`config.mk`:
```
export PLATFORM = sky130hd
export DESIGN_NAME = traffic_controller
export DESIGN_NICKNAME = d
export VERILOG_FILES = /design/src/rtl/traffic_controller_pkg.sv /design/src/rtl/traffic_controller_lane.sv /design/src/rtl/traffic_controller.sv
export SDC_FILE = /design/constraint.sdc
export NUM_CORES = 1
export LEC_CHECK = 0
export CAP_MARGIN = 20
export CORE_UTILIZATION = 54
export DETAILED_ROUTE_END_ITERATION = 12
export PLACE_DENSITY = 0.83
export SYNTH_ARGS = -nofsm -noshare
export SYNTH_HDL_FRONTEND = slang
export SYNTH_SLANG_ARGS = --single-unit
```
`constraint.sdc`:
```
create_clock -name CLK -period 3.42 [get_ports CLK]
set_clock_uncertainty 0.1 [all_clocks]
set_input_delay 0.684 -clock CLK [delete_from_list [all_inputs] [get_ports CLK]]
set_output_delay 0.684 -clock CLK [all_outputs]
set_load 0.005 [all_outputs]
```
`src/rtl/traffic_controller_pkg.sv`:
```
// Shared screen geometry, lane/player sizes and game-state encoding for the
// traffic controller and its lane movers.
package traffic_controller_pkg;

  localparam logic [9:0] H_DISPLAY     = 10'd640;
  localparam logic [9:0] V_DISPLAY     = 10'd480;

  localparam logic [9:0] CAR_WIDTH     = 10'd32;
  localparam logic [9:0] CAR_HEIGHT    = 10'd32;
  localparam logic [9:0] CAR_Y1        = 10'd24;
  localparam logic [9:0] CAR_Y2        = 10'd120;
  localparam logic [9:0] CAR_Y3        = 10'd216;
  localparam logic [9:0] CAR_Y4        = 10'd312;

  localparam logic [9:0] PLAYER_WIDTH  = 10'd16;
  localparam logic [9:0] PLAYER_HEIGHT = 10'd16;

  typedef enum logic [1:0] {
    ST_IDLE = 2'd0,
    ST_PLAY = 2'd1,
    ST_HIT  = 2'd2,
    ST_OVER = 2'd3
  } game_state_e;

  function automatic logic [2:0] level_inc(input logic [2:0] lvl);
    return (lvl == 3'd7) ? lvl : lvl + 3'd1;
  endfunction

endpackage

```
`src/rtl/traffic_controller_lane.sv`:
```
// lane_mover: one lane's car position with screen-edge wrap and the
// player/car box-overlap test against that lane's car.
module lane_mover
  import traffic_controller_pkg::*;
#(
  parameter bit         DIR_LEFT = 1'b0,
  parameter logic [9:0] INIT     = 10'd0,
  parameter logic [3:0] SPEED    = 4'd1,
  parameter logic [9:0] CAR_Y    = 10'd0,
  parameter bit         ACTIVE   = 1'b1
) (
  input  logic       CLK,
  input  logic       RST_N,
  input  logic       step,
  input  logic       load,
  input  logic [2:0] level,
  input  logic [9:0] player_x,
  input  logic [9:0] player_y,
  output logic [9:0] car_x,
  output logic       hit
);

  logic [9:0]  car_x_q, car_x_d;
  logic [3:0]  spd;
  logic [10:0] cx, sum, nxt;
  logic [10:0] px, py, cy;

  // NOTE: every variable gets a default first so no path leaves one unassigned (no latch).
  always_comb begin
    spd = SPEED + {1'b0, level};
    cx  = {1'b0, car_x_q};
    sum = cx + {7'd0, spd};
    nxt = sum;
    if (DIR_LEFT) begin
      if (cx < {7'd0, spd}) nxt = cx + {1'b0, H_DISPLAY} - {7'd0, spd};
      else                  nxt = cx - {7'd0, spd};
    end else if (sum >= {1'b0, H_DISPLAY}) begin
      nxt = sum - {1'b0, H_DISPLAY};
    end

    car_x_d = car_x_q;
    if (load)                 car_x_d = INIT;
    else if (step && ACTIVE)  car_x_d = nxt[9:0];
  end

  // Strict box overlap, no wrap-around; 11 bits keeps right/bottom edges exact.
  always_comb begin
    px  = {1'b0, player_x};
    py  = {1'b0, player_y};
    cy  = {1'b0, CAR_Y};
    hit = ACTIVE
       && (px < cx + {1'b0, CAR_WIDTH})  && (cx < px + {1'b0, PLAYER_WIDTH})
       && (py < cy + {1'b0, CAR_HEIGHT}) && (cy < py + {1'b0, PLAYER_HEIGHT});
  end

  // NOTE: clocked state uses non-blocking assignments so all registers update together.
  always_ff @(posedge CLK or negedge RST_N) begin
    if (!RST_N) car_x_q <= INIT;
    else        car_x_q <= car_x_d;
  end

  assign car_x = car_x_q;

endmodule

```
`src/rtl/traffic_controller.sv`:
```
// Frame-rate game sequencer: lane car motion, collision/goal decisions, lives
// and level. Optional macro FOUR_LANES_EN enables lanes 3 and 4.
module traffic_controller
  import traffic_controller_pkg::*;
#(
  parameter int unsigned NUM_LIVES   = 3,
  parameter int unsigned FRAME_DIV   = 2,
  parameter int unsigned HIT_FRAMES  = 60,
  parameter int unsigned GOAL_Y      = 32,
  parameter int unsigned SPEED1      = 1,
  parameter int unsigned SPEED2      = 2,
  parameter int unsigned SPEED3      = 3,
  parameter int unsigned SPEED4      = 2,
  parameter int unsigned CAR_X1_INIT = 0,
  parameter int unsigned CAR_X2_INIT = 320,
  parameter int unsigned CAR_X3_INIT = 160,
  parameter int unsigned CAR_X4_INIT = 480
) (
  input  logic       CLK,
  input  logic       RST_N,
  input  logic [9:0] h_count,
  input  logic [9:0] v_count,
  input  logic [9:0] player_x,
  input  logic [9:0] player_y,
  input  logic       start,
  output logic [9:0] car_x1,
  output logic [9:0] car_x2,
  output logic [9:0] car_x3,
  output logic [9:0] car_x4,
  output logic [1:0] game_state,
  output logic [1:0] lives,
  output logic [2:0] level,
  output logic       freeze,
  output logic       player_reset
);

`ifdef FOUR_LANES_EN
  localparam bit LANES34_ON = 1'b1;
`else
  localparam bit LANES34_ON = 1'b0;
`endif

  localparam logic [3:0] DIV_LAST = 4'(FRAME_DIV - 1);
  localparam logic [7:0] HIT_LAST = 8'(HIT_FRAMES - 1);

  game_state_e state_q, state_d;
  logic [1:0]  lives_q, lives_d;
  logic [2:0]  level_q, level_d;
  logic [3:0]  div_q, div_d;
  logic [7:0]  hit_cnt_q, hit_cnt_d;
  logic        start_q, tick_q, tick_d, preset_q, preset_d;
  logic        start_rise, step, load;
  logic [3:0]  lane_hit;

  lane_mover #(.DIR_LEFT(1'b0), .INIT(10'(CAR_X1_INIT)), .SPEED(4'(SPEED1)), .CAR_Y(CAR_Y1), .ACTIVE(1'b1))
    u_lane1 (.CLK(CLK), .RST_N(RST_N), .step(step), .load(load), .level(level_q),
             .player_x(player_x), .player_y(player_y), .car_x(car_x1), .hit(lane_hit[0]));
  lane_mover #(.DIR_LEFT(1'b1), .INIT(10'(CAR_X2_INIT)), .SPEED(4'(SPEED2)), .CAR_Y(CAR_Y2), .ACTIVE(1'b1))
    u_lane2 (.CLK(CLK), .RST_N(RST_N), .step(step), .load(load), .level(level_q),
             .player_x(player_x), .player_y(player_y), .car_x(car_x2), .hit(lane_hit[1]));
  lane_mover #(.DIR_LEFT(1'b0), .INIT(10'(CAR_X3_INIT)), .SPEED(4'(SPEED3)), .CAR_Y(CAR_Y3), .ACTIVE(LANES34_ON))
    u_lane3 (.CLK(CLK), .RST_N(RST_N), .step(step), .load(load), .level(level_q),
             .player_x(player_x), .player_y(player_y), .car_x(car_x3), .hit(lane_hit[2]));
  lane_mover #(.DIR_LEFT(1'b1), .INIT(10'(CAR_X4_INIT)), .SPEED(4'(SPEED4)), .CAR_Y(CAR_Y4), .ACTIVE(LANES34_ON))
    u_lane4 (.CLK(CLK), .RST_N(RST_N), .step(step), .load(load), .level(level_q),
             .player_x(player_x), .player_y(player_y), .car_x(car_x4), .hit(lane_hit[3]));

  assign tick_d     = (h_count == 10'd0) && (v_count == V_DISPLAY);
  assign start_rise = start && !start_q;

  always_comb begin
    state_d   = state_q;
    lives_d   = lives_q;
    level_d   = level_q;
    div_d     = div_q;
    hit_cnt_d = hit_cnt_q;
    preset_d  = 1'b0;
    load      = 1'b0;
    step      = 1'b0;
    case (state_q)
      ST_IDLE, ST_OVER: begin
        if (start_rise) begin
          state_d  = ST_PLAY;
          lives_d  = 2'(NUM_LIVES);
          level_d  = 3'd0;
          div_d    = 4'd0;
          load     = 1'b1;
          preset_d = 1'b1;
        end
      end
      ST_PLAY: begin
        if (tick_q) begin
          div_d = (div_q == DIV_LAST) ? 4'd0 : div_q + 4'd1;
          // Collision outranks goal; lanes only move on a tick with neither.
          if (|lane_hit) begin
            state_d   = ST_HIT;
            hit_cnt_d = 8'd0;
          end else if (player_y < 10'(GOAL_Y)) begin
            level_d  = level_inc(level_q);
            preset_d = 1'b1;
          end else begin
            step = (div_q == DIV_LAST);
          end
        end
      end
      ST_HIT: begin
        if (tick_q) begin
          if (hit_cnt_q == HIT_LAST) begin
            lives_d = lives_q - 2'd1;
            if (lives_q == 2'd1) begin
              state_d = ST_OVER;
            end else begin
              state_d  = ST_PLAY;
              preset_d = 1'b1;
            end
          end else begin
            hit_cnt_d = hit_cnt_q + 8'd1;
          end
        end
      end
      default: state_d = ST_IDLE;
    endcase
  end

  always_ff @(posedge CLK or negedge RST_N) begin
    if (!RST_N) begin
      state_q   <= ST_IDLE;
      lives_q   <= 2'd0;
      level_q   <= 3'd0;
      div_q     <= 4'd0;
      hit_cnt_q <= 8'd0;
      start_q   <= 1'b0;
      tick_q    <= 1'b0;
      preset_q  <= 1'b0;
    end else begin
      state_q   <= state_d;
      lives_q   <= lives_d;
      level_q   <= level_d;
      div_q     <= div_d;
      hit_cnt_q <= hit_cnt_d;
      start_q   <= start;
      tick_q    <= tick_d;
      preset_q  <= preset_d;
    end
  end

  assign game_state   = state_q;
  assign lives        = lives_q;
  assign level        = level_q;
  assign freeze       = (state_q != ST_PLAY);
  assign player_reset = preset_q;

endmodule
```
## Word level (Yosys, flattened, before mapping)

Index checks and enable logic that the tools add are counted.

| word-level totals | value |
|---|---|
| register bits | 42 |
| bits of input ports | 43 |
| output and inout bits | 49 |
| logic and storage cells | 121 |

| cells by class | value |
|---|---|
| add/sub/neg operators | 15 |
| magnitude comparators | 11 |
| equal/unequal tests | 18 |
| mux-type cells | 45 |
| reductions and logical operators | 22 |

Operators with widths:

| kind | number |
|---|---|
| $mux W10 | 6 |
| $lt A10 B11 Y1 | 4 |
| $mux W8 | 4 |
| $add A10 B5 Y11 const B | 2 |
| $add A10 B6 Y11 const B | 2 |
| $lt A10 B6 Y1 const B | 2 |
| $sub A10 B4 Y10 | 2 |
| $mux W2 | 9 |
| $ne A2 B2 Y1 const B | 9 |
| $pmux W8 S2 | 1 |
| $mux W3 | 5 |
| $mux W1 | 12 |
| $mux W4 | 3 |
| $add A10 B4 Y11 | 1 |
| $ge A11 B10 Y1 const B | 1 |
| $lt A5 B11 Y1 const A | 1 |
| $lt A7 B11 Y1 const A | 1 |
| $add A10 B10 Y10 const B | 1 |
| $eq A10 B9 Y1 const B | 1 |
| $logic_not A10 Y1 | 1 |
| $lt A10 B4 Y1 | 1 |
| $lt A10 B8 Y1 const B | 1 |
| $reduce_and A5 Y1 | 2 |
| $sub A10 B10 Y10 const B | 1 |
| other kinds (25) | 38 |

## Longest topological paths before layout

Gate-level depths: netlist of run 1.

| depth | value |
|---|---|
| depth after elaboration | 11 |
| gate-level depth with buffers | 15 |
| gate-level depth less buffers | 14 |

## Modules after synthesis

A second synthesis of run 1 with hierarchy kept.

| unflattened totals | value |
|---|---|
| cells, all modules | 544 |
| area total of the unflattened synthesis | 4713.3 µm² |

By module, submodules not included:

| module | instances | cells an instance | area an instance (µm²) |
|---|---|---|---|
| lane_mover at u_lane2 | 1 | 208 | 1829.3 |
| traffic_controller | 1 | 156 | 1396.3 |
| lane_mover at u_lane1 | 1 | 154 | 1307.5 |
| lane_mover at u_lane3 ... | 2 | 13 | 90.1 |

## Worst setup path after synthesis of run 1

No wires, ideal clock.

| path | value |
|---|---|
| path type | input to register |
| start | input player_x[4] |
| end | register level_q[1] (netlist: level[1]) |
| setup time | 0.126 ns |
| arrival time | 2.983 ns |
| setup slack | 0.210 ns |
| stages on the path | 11 |
| cells stage by stage | ha_1 xnor2_1 ha_1 nand2_1 nor4bb_1 o22ai_1 a21o_1 a22o_1 buf_6 or3_4 a311o_1 |

| on the way | value |
|---|---|
| word-level cells in the longest chain between the ends | 8 |

RTL lines:

| item | RTL line | RTL |
|---|---|---|
| from (decl) | traffic_controller.sv:23 | `input logic [9:0] player_x,` |
| $add A10 B5 Y11 | traffic_controller_lane.sv:52 | `&& (px < cx + {1'b0, CAR_WIDTH}) && (cx < px + {1'b0, PLAYER_WIDTH})` |
| $lt A10 B11 Y1 | traffic_controller_lane.sv:52 |  |
| $logic_and A1 B1 Y1 | traffic_controller_lane.sv:52 |  |
| $logic_and A1 B1 Y1 (2 in series) | traffic_controller_lane.sv:53 | `&& (py < cy + {1'b0, CAR_HEIGHT}) && (cy < py + {1'b0, PLAYER_HEIGHT});` |
| $reduce_or A2 Y1 (*) | traffic_controller.sv:95 | `if (\|lane_hit) begin` |
| $ne A2 B2 Y1 (no source line) (*) | -- |  |
| $reduce_and A6 Y1 (no source line) (*) | -- |  |
| to (signal assigned) | traffic_controller.sv:138 | `level_q <= level_d;` |
| to (decl) | traffic_controller.sv:48 | `logic [2:0] level_q, level_d;` |

Mark *: on every way between the ends. The rest lies on a longest branch, timed or not.
A chain may end at the register's enable or synchronous reset.

## Final worst setup path of run 1

| path | value |
|---|---|
| start | input player_x[5] |
| end | register level_q[1] (netlist: level[1]) |

Same word-level chain as after synthesis.

==> summary by stage, run 1 <==
Pwr
Overall power consumption after layout is estimated at 2.16 mW. VDD sags by at most 0.000439 V. In this run the power density over the cells is 359 nW/um^2. For this design the static power due to leakage is 2.61 nW.

Floorplanning
The floorplan core area is 8380 um^2. The initial utilization of the core area, before any placement, comes to 56.7%. The floorplan step defined a die boundary enclosing 9170 um^2.

For this design the top-level I/O count stands at 92. The floorplan has 33 rows. The die boundary height is 95.8 um. The die width is 95.8 um.

Timing
Setup repair after global routing could not meet its margin everywhere. The total count of max-transition violations in the final report is 0. The number of hold violations in the final report is 0. Counting I/O delays and the setup requirement, the final critical path takes 3.40 ns. Setup violations remaining at the end of the flow were counted as 0. In the post-route analysis, the smallest setup slack over all paths is 0.0189 ns. Measured against its own limit, the worst slew margin works out to 46.2%. After layout, the worst path uses 99.4% of the clock period.

Based on the critical path, the design can be clocked at up to 0.294 GHz. The transition time at the pin with the least slew margin is 0.807 ns.

Clock network
The number of clock sinks is 42. The cts-stage hold buffer count is 0. The H-tree generated during clock tree synthesis spans 2 levels.

The clock-pin slew on the worst setup and hold paths is 0.09 ns. TritonCTS built the clock tree. The clock passes through at most 2 buffers.

The clock latency on the worst-skew pair is 0.30 ns. Counting the buffers created by CTS gives 5. The clock root buffer is sky130_fd_sc_hd__clkbuf_8.

Route
In the routed layout, each cell is associated on average with a via count of 6.13. Wires add up to 13300 um. The first-pass iteration count of the detailed router is 7. For this block, wires on met1 add up to 5540 um. The detailed-route wire length per cell is 17.0 um. The wire length on met2 is 6870 um. The detail route stage leaves a number of antenna-violating nets equal to 0. For this run, design rule violations remaining after detail routing come to 0. The routed layout has 4822 vias.

The number of DRC markers after the initial detailed-route iteration is 262. The highest routing layer actually used is met4. The total met3 wirelength after detailed routing is 713 um.

Layout
Cells with a size suffix above 1 make up 13.7% of the layout. 0 antenna diodes ended up in the layout. After the last flow step, the layout net total stands at 794. The library cell used most frequently in the layout, excluding fill and tap cells, is sky130_fd_sc_hd__clkdlybuf4s50_1. In the layout the commonest cells are sky130_fd_sc_hd__clkdlybuf4s50_1, sky130_fd_sc_hd__ha_1, sky130_fd_sc_hd__inv_1, sky130_fd_sc_hd__buf_4, sky130_fd_sc_hd__a21oi_1. The area growth from synthesis to layout is 26.5%. Fill cells in the final layout number 645. The final design instance area without fill is 6010 um^2.

Worst setup path
The reg-to-reg setup timing slack is 0.08 ns. The start-to-end type of the worst setup path is primary input to flop. The type of destination of the critical path is a flop.

The worst setup path is launched from a primary input. The data arrival time of the critical path is 3.49 ns. In this run the worst setup path begins at player_x[5]. The terminus of the critical flop-to-flop path is level[1]. The maximum fanout along the worst path is 4. The depth of the most critical reg-to-reg path is 13.

The worst flop-to-flop path startpoint is u_lane2.car_x[6]. Data on the critical path is required at its endpoint by 3.51 ns.

GRT
The largest net degree at the start of global routing is 43. The first-pass GRT wire length is 21800 um. The global-route usage over all layers is 30.0%. The initial antenna violation count is 0.

The via count of the first global-routing pass is 4832. The total grt overflow is 0.

Logic synthesis
The count of mapped cells out of synthesis is 578. In the synthesized netlist the dominant register cell turns out to be sky130_fd_sc_hd__dfrtp_1. After synthesis the cells add up to 4750 um^2. The Yosys step of the flow raised 0 warnings. The count of unique library cells instantiated by Yosys is 69. The count of flip-flops with a built-in enable after synthesis is 0. The share of the Yosys chip area taken by registers is 22.2%. Synthesis inferred 42 register bits. The share of async-settable or async-resettable flops after synthesis is 100%. The per-instance average area after synthesis is 8.22 um^2.

Place
The routability-driven placement congestion ratio is 0.934. The port buffer count is 71. The placed cell area is 5740 um^2.

Detailed placement ended at an HPWL of 10200 um. The worst slack at placement is -0.360 ns.

Hold path
The class of the most critical hold timing path is primary input to asynchronous set/reset pin.

Flow run
Max-cap violations in this run came to 0.

Run status
The run finished with clean final reports.
==> where the power goes <==
group / internal [mW] / switching, mW / leakage, nW / total [mW]
Sequential: 0.555 / 0.0691 / 0.548 / 0.624
Combinational: 0.487 / 0.632 / 2.01 / 1.12
Clock: 0.218 / 0.194 / 0.0514 / 0.413
==> metal layers <==
| metal | track usage, % | vias up |
|---|---|---|
| li1 | - | 2284 |
| met1 | 34.9 | 2318 |
| met2 | 56.6 | 191 |
| met3 | 3.79 | 29 |
| met4 | 9.58 | 0 |
| met5 | 0 | - |
==> critical path, cell delays in order <==
cell	delay, ns
sky130_fd_sc_hd__clkdlybuf4s50_1	0.43
sky130_fd_sc_hd__ha_2	0.21
sky130_fd_sc_hd__xnor2_1	0.15
sky130_fd_sc_hd__ha_1	0.35
sky130_fd_sc_hd__nand2_2	0.09
sky130_fd_sc_hd__nor4bb_2	0.27
sky130_fd_sc_hd__o22ai_1	0.10
sky130_fd_sc_hd__a21o_1	0.20
sky130_fd_sc_hd__a22o_4	0.28
sky130_fd_sc_hd__or3_4	0.39
sky130_fd_sc_hd__a311o_1	0.35
==> state kept, by name (all words and copies together), names as in the netlist <==
name and count:
hit_cnt_q 8, tick_q 1, u_lane2.car_x 10, start_q 1, player_reset 1, div_q 4
game_state 2, level 3, u_lane1.car_x 10, lives 2
==> cells in the mapped netlist, types with 3 or more instances <==
library cell                count  area share, %
sky130_fd_sc_hd__nand2_1       40            3.2
sky130_fd_sc_hd__nor4_1         9            1.2
sky130_fd_sc_hd__and3_1        11            1.4
sky130_fd_sc_hd__a211o_1        4           0.74
sky130_fd_sc_hd__a21oi_1       49            5.2
sky130_fd_sc_hd__or3_1          3           0.40
sky130_fd_sc_hd__o311ai_0       4           0.74
sky130_fd_sc_hd__a2111oi_0      3           0.55
sky130_fd_sc_hd__a311oi_1       5           0.92
sky130_fd_sc_hd__o41ai_1        3           0.55
sky130_fd_sc_hd__mux2i_1        7            1.5
sky130_fd_sc_hd__inv_1         49            3.9
sky130_fd_sc_hd__nor2_1        28            2.2
sky130_fd_sc_hd__o21ai_0       34            3.6
sky130_fd_sc_hd__nor3_1        13            1.4
sky130_fd_sc_hd__ha_1          66             17
sky130_fd_sc_hd__o211a_1        3           0.63
sky130_fd_sc_hd__or2_2          4           0.53
sky130_fd_sc_hd__buf_2          3           0.32
sky130_fd_sc_hd__o2111ai_1      4           0.74
sky130_fd_sc_hd__nor2b_1        8            1.1
sky130_fd_sc_hd__nor3b_1        4           0.63
sky130_fd_sc_hd__nand4_1        9            1.2
sky130_fd_sc_hd__a211oi_1       3           0.47
sky130_fd_sc_hd__xnor2_1       14            2.6
sky130_fd_sc_hd__a22o_1         7            1.3
sky130_fd_sc_hd__o31ai_1        5           0.79
sky130_fd_sc_hd__xor2_1         8            1.5
sky130_fd_sc_hd__o311ai_1       3           0.55
sky130_fd_sc_hd__clkbuf_1      16            1.3
sky130_fd_sc_hd__nand2b_1       7           0.92
sky130_fd_sc_hd__fa_1           5            2.1
sky130_fd_sc_hd__o21a_1         4           0.63
sky130_fd_sc_hd__nand3_1       16            1.7
sky130_fd_sc_hd__a31oi_1        5           0.66
sky130_fd_sc_hd__and2_1         6           0.79
sky130_fd_sc_hd__a21o_1         3           0.47
sky130_fd_sc_hd__buf_4         22            3.5
sky130_fd_sc_hd__and4_1         3           0.55
sky130_fd_sc_hd__o21bai_1       5           0.79
sky130_fd_sc_hd__o211ai_1       9            1.4
sky130_fd_sc_hd__nor4b_1        3           0.55
sky130_fd_sc_hd__dfrtp_1       40             21
==> area by class of cell <==
class                   count  area (um^2)  area share (%)
clock inverters             2         37.5           0.625
well taps                 105          131            2.19
repair buffers            119         1090            18.1
flip-flops and latches     42         1050            17.6
clock buffers               6         72.6            1.21
inverters                  49          184            3.06
multi-input cells         463         3440            57.3
==> how the worst max path moves through the flow <==
stage                             to  slack [ns]  cells after the start
global route        u_lane1.car_x[6]       -0.08                     12
finish                      level[1]        0.02                     11
CTS                         level[1]        0.01                     11
global placement            level[1]       -0.25                     11
detailed placement          level[2]       -0.36                     12
floorplan                   level[1]        0.21                     11
==> stage by stage <==
stage	cells	hold WS [ns]	setup TNS, ns	util (%)
final	786	0.151	0	71.7
after global routing	786	0.164	-0.344	71.7
after CTS	784	0.388	0	70.3
after detailed placement	775	0.371	-8.67	68.5
after global placement	775	0.368	-5.33	68.5
after floorplan	596	0.288	0	-
==> cells by family after synthesis <==
group,Yosys count,synth area share (%)
AO/OA/AOI/OAI,170,23.9
XOR/XNOR,22,4.06
adder cells (fa/ha/maj),71,19.5
buffers and inverters,91,9.17
flip-flops,42,22.2
multiplexers,8,1.71
other,2,0.158
AND/OR/NAND/NOR,172,19.3
==> repair_timing <==
action	4_1_cts	5_1_grt
resized for setup	9	27
buffers inserted	1	1
setup endpoints to repair	19	32
pin swaps	2	8
Note: power is estimated with default switching activity, not from simulation.
==> run 2, diff against run 1 <==
Settings changed: CTS_CLUSTER_SIZE set to 30, MAX_ROUTING_LAYER set to met4.
==> summary by stage, run 2 (synthesis results as in run 1) <==
Route
The detailed-route wire length is 13700 um (was 13300 um). The post-detailed-route count of antenna-violating nets is 0 (unchanged). The number of DRC markers after the initial detailed-route iteration was 342 (was 262). The remaining design rule violation count came to 0 (unchanged).

The via count normalized by instance count is 6.29 (was 6.13). The routed via count is 4915 (was 4822). The detailed-route wire length per cell came to 17.5 um (was 17.0 um).

The first-pass iteration count of the detailed router is 5 (was 7).

GRT
The initial antenna violation count is 0 (unchanged). The via count of the first global-routing pass came to 4786 (was 4832). The total grt overflow is 0 (unchanged). The first-pass GRT wire length is 21500 um (was 21800 um). The global-route usage over all layers is 30.8% (was 30.0%).

The largest net degree at the start of global routing was 43 (unchanged).

Clock network
The clock-pin slew on the worst setup and hold paths is 0.08 ns (was 0.09 ns). The number of clock sinks was 42 (unchanged). The maximum clock path buffer count is 2 (unchanged). The cts-stage hold buffer count is 0 (unchanged). The clock tree from TritonCTS is done (unchanged). The clock latency on the worst-skew pair is 0.29 ns (was 0.30 ns).

The H-tree level count is 2 (unchanged). The TritonCTS buffer count was 5 (unchanged). The clock root buffer is sky130_fd_sc_hd__clkbuf_8 (unchanged).

Layout
The layout overhead on the synthesized area is 25.6% (was 26.5%). The leading cell type in the layout, fill and taps excluded is sky130_fd_sc_hd__clkdlybuf4s50_1 (unchanged). The area taken by multi-input logic gates came to 3460 um^2 (was 3440 um^2). The final antenna diode count is 0 (unchanged). The filler cell count in the final layout came to 642 (was 645). The net count of the finished layout is 790 (was 794). Most used cells in the layout excluding fill and tap cells: sky130_fd_sc_hd__clkdlybuf4s50_1, sky130_fd_sc_hd__ha_1, sky130_fd_sc_hd__inv_1, sky130_fd_sc_hd__a21oi_1, sky130_fd_sc_hd__buf_4 (was sky130_fd_sc_hd__clkdlybuf4s50_1, sky130_fd_sc_hd__ha_1, sky130_fd_sc_hd__inv_1, sky130_fd_sc_hd__buf_4, sky130_fd_sc_hd__a21oi_1). The area taken by flip-flops and latches came to 1050 um^2 (unchanged).

The fraction of layout cells with a size suffix above 1 is 13.1% (was 13.7%). The final design instance area without fill is 5970 um^2 (was 6010 um^2).

Worst setup path
The depth of the most critical reg-to-reg path is 13 (unchanged). The largest stage delay on the critical path is 0.59 ns (was 0.43 ns). The data required time of the critical path is 3.54 ns (was 3.51 ns). The start-to-end type of the worst setup path is flop to flop (was primary input to flop).

The worst path buffer plus inverter count is 4 (was 1). The terminus of the critical flop-to-flop path is u_lane2.car_x[8] (was level[1]). Series of cell instances along the critical path: inv_1 -> ha_1 -> inv_1 -> ha_1 -> and4_1 -> buf_4 -> nand2_1 -> o21ai_1 -> a21oi_2 -> a22o_4 -> buf_4 -> nor4b_2 -> mux2i_1 (was clkdlybuf4s50_1 -> ha_2 -> xnor2_1 -> ha_1 -> nand2_2 -> nor4bb_2 -> o22ai_1 -> a21o_1 -> a22o_4 -> or3_4 -> a311o_1). The library cell contributing the largest single delay on the critical path was sky130_fd_sc_hd__dfstp_2 (was sky130_fd_sc_hd__clkdlybuf4s50_1).

The reg-to-reg setup timing slack is 0.08 ns (about the same). The critical path launch point type is a flop (was primary input). The critical path's top delay family is simple AND/OR/NAND/NOR gates (was compound AO/OA/AOI/OAI gates). The maximum fanout along the worst path was 11 (was 4). The worst flop-to-flop path startpoint is u_lane2.car_x[6] (unchanged). The type of destination of the critical path is a flop (unchanged). The data arrival time of the critical path is 3.46 ns (was 3.49 ns).

Place
The half-perimeter wire length after placement is 10400 um (was 10200 um). The routability-driven placement congestion ratio is 0.971 (was 0.934). The worst slack at placement is -0.407 ns (was -0.360 ns). The port buffer count is 71 (unchanged). The placed cell area is 5720 um^2 (was 5740 um^2).

Pwr
The power density of the placed cells came to 348 nW/um^2 (was 359 nW/um^2). The post-route total power is 2.08 mW (was 2.16 mW). The leakage power summed over all cells was 2.60 nW (was 2.61 nW). The worst supply voltage drop on vdd is 0.000536 V (was 0.000439 V).

Run status
Outcome: complete, no violations (unchanged).

Timing
The time the worst path needs with I/O delays and setup is 3.34 ns (was 3.40 ns). The final worst-path setup slack came to 0.0804 ns (was 0.0189 ns). The period utilization is 97.6% (was 99.4%). The number of setup violations in the final report is 0 (unchanged). The remaining max-slew budget at the tightest pin came to 34.4% (was 46.2%). The number of hold violations in the final report was 0 (unchanged). The transition time at the pin with the least slew margin came to 0.983 ns (was 0.807 ns). The total count of max-transition violations in the final report is 0 (unchanged). The fmax is 0.299 GHz (was 0.294 GHz).

Floorplanning
The die outline area is 9170 um^2 (unchanged). The die width is 95.8 um (unchanged). The number of cell rows is 33 (unchanged). The floorplan core area came to 8380 um^2 (unchanged).

The initial standard-cell utilization of the core is 56.7% (unchanged). The die boundary height was 95.8 um (unchanged). The number of top-level pins is 92 (unchanged).

Hold path
The hold path startpoint is div_q[3]. Counting instances, the worst hold path has a depth of 1. The worst hold endpoint is div_q[3]. The class of the most critical hold timing path was flop to flop (was primary input to asynchronous set/reset pin).

Flow run
The max-capacitance violation count is 0 (unchanged).
[run 2: changes by cell type in the layout (fill, tap and decap cells not counted), sizes merged]
cell | previous run | this run
buf | 49 | 45
bufinv | 1 | 0
clkbuf | 6 | 7
clkdlybuf4s50 | 68 | 67
clkinv | 0 | 1
clkinvlp | 1 | 0
dlymetal6s2s | 2 | 3
[run 2: routing by layer]
metal  global-route usage (%)  up-vias  wire length [um]  part of all wire [%]
li1                         -     2283                 -                     -
met1                     35.4     2349              5450                    40
met2                     55.2      245              7050                    52
met3                     3.16       38               821                   6.0
met4                     11.9        0               353                   2.6
met5                        -        -                 0                     0
[run 2: what timing repair did]
item                       4_1_cts  5_1_grt
resized for setup                8       28
pin swaps                        3       14
setup buffers                    0        2
setup endpoints to repair        6       30
[run 2: metrics by stage]
step / hold WS [ns] / setup TNS (ns) / cells / utilization [%]
finish: 0.386 / 0 / 782 / 71.2
floorplan: 0.288 / 0 / 596 / -
global placement: 0.366 / -5.82 / 772 / 68.2
CTS: 0.388 / 0 / 780 / 69.8
global route: 0.421 / -0.209 / 782 / 71.2
detailed placement: 0.377 / -7.62 / 772 / 68.2
[run 2: how the worst max path moves through the flow]
stage                     startpoint                to  slack, ns  cells past startpoint
floorplan                player_x[4]          level[1]       0.21                     11
global placement         player_x[2]          level[1]      -0.28                     11
detailed placement       player_x[4]  u_lane2.car_x[8]      -0.41                     12
CTS                      player_x[4]  u_lane1.car_x[6]       0.02                     12
global route        u_lane2.car_x[6]  u_lane1.car_x[4]      -0.07                     13
finish              u_lane2.car_x[6]  u_lane2.car_x[8]       0.08                     13
[run 2: worst reg2reg max path, stage by stage, from the launching register on]
cell,delay [ns]
sky130_fd_sc_hd__dfstp_2,0.59
sky130_fd_sc_hd__inv_1,0.10
sky130_fd_sc_hd__ha_1,0.29
sky130_fd_sc_hd__inv_1,0.06
sky130_fd_sc_hd__ha_1,0.30
sky130_fd_sc_hd__and4_1,0.27
sky130_fd_sc_hd__buf_4,0.13
sky130_fd_sc_hd__nand2_1,0.04
sky130_fd_sc_hd__o21ai_1,0.20
sky130_fd_sc_hd__a21oi_2,0.12
sky130_fd_sc_hd__a22o_4,0.29
sky130_fd_sc_hd__buf_4,0.18
sky130_fd_sc_hd__nor4b_2,0.35
sky130_fd_sc_hd__mux2i_1,0.25
[run 2: power breakdown]
group          internal (mW)  switching [mW]  total [mW]
Clock                  0.163           0.174       0.337
Sequential             0.555          0.0701       0.625
Combinational          0.486           0.629        1.12
[run 2: final cells by class]
cell class                      instances  area share (%)
Timing Repair Buffer                  115            17.6
Multi-Input combinational cell        463            57.9
Sequential cell                        42            17.7
Tap cell                              105            2.20
Clock buffer                            7            1.45
Inverter                               49            3.08
Clock inverter                          1          0.0839
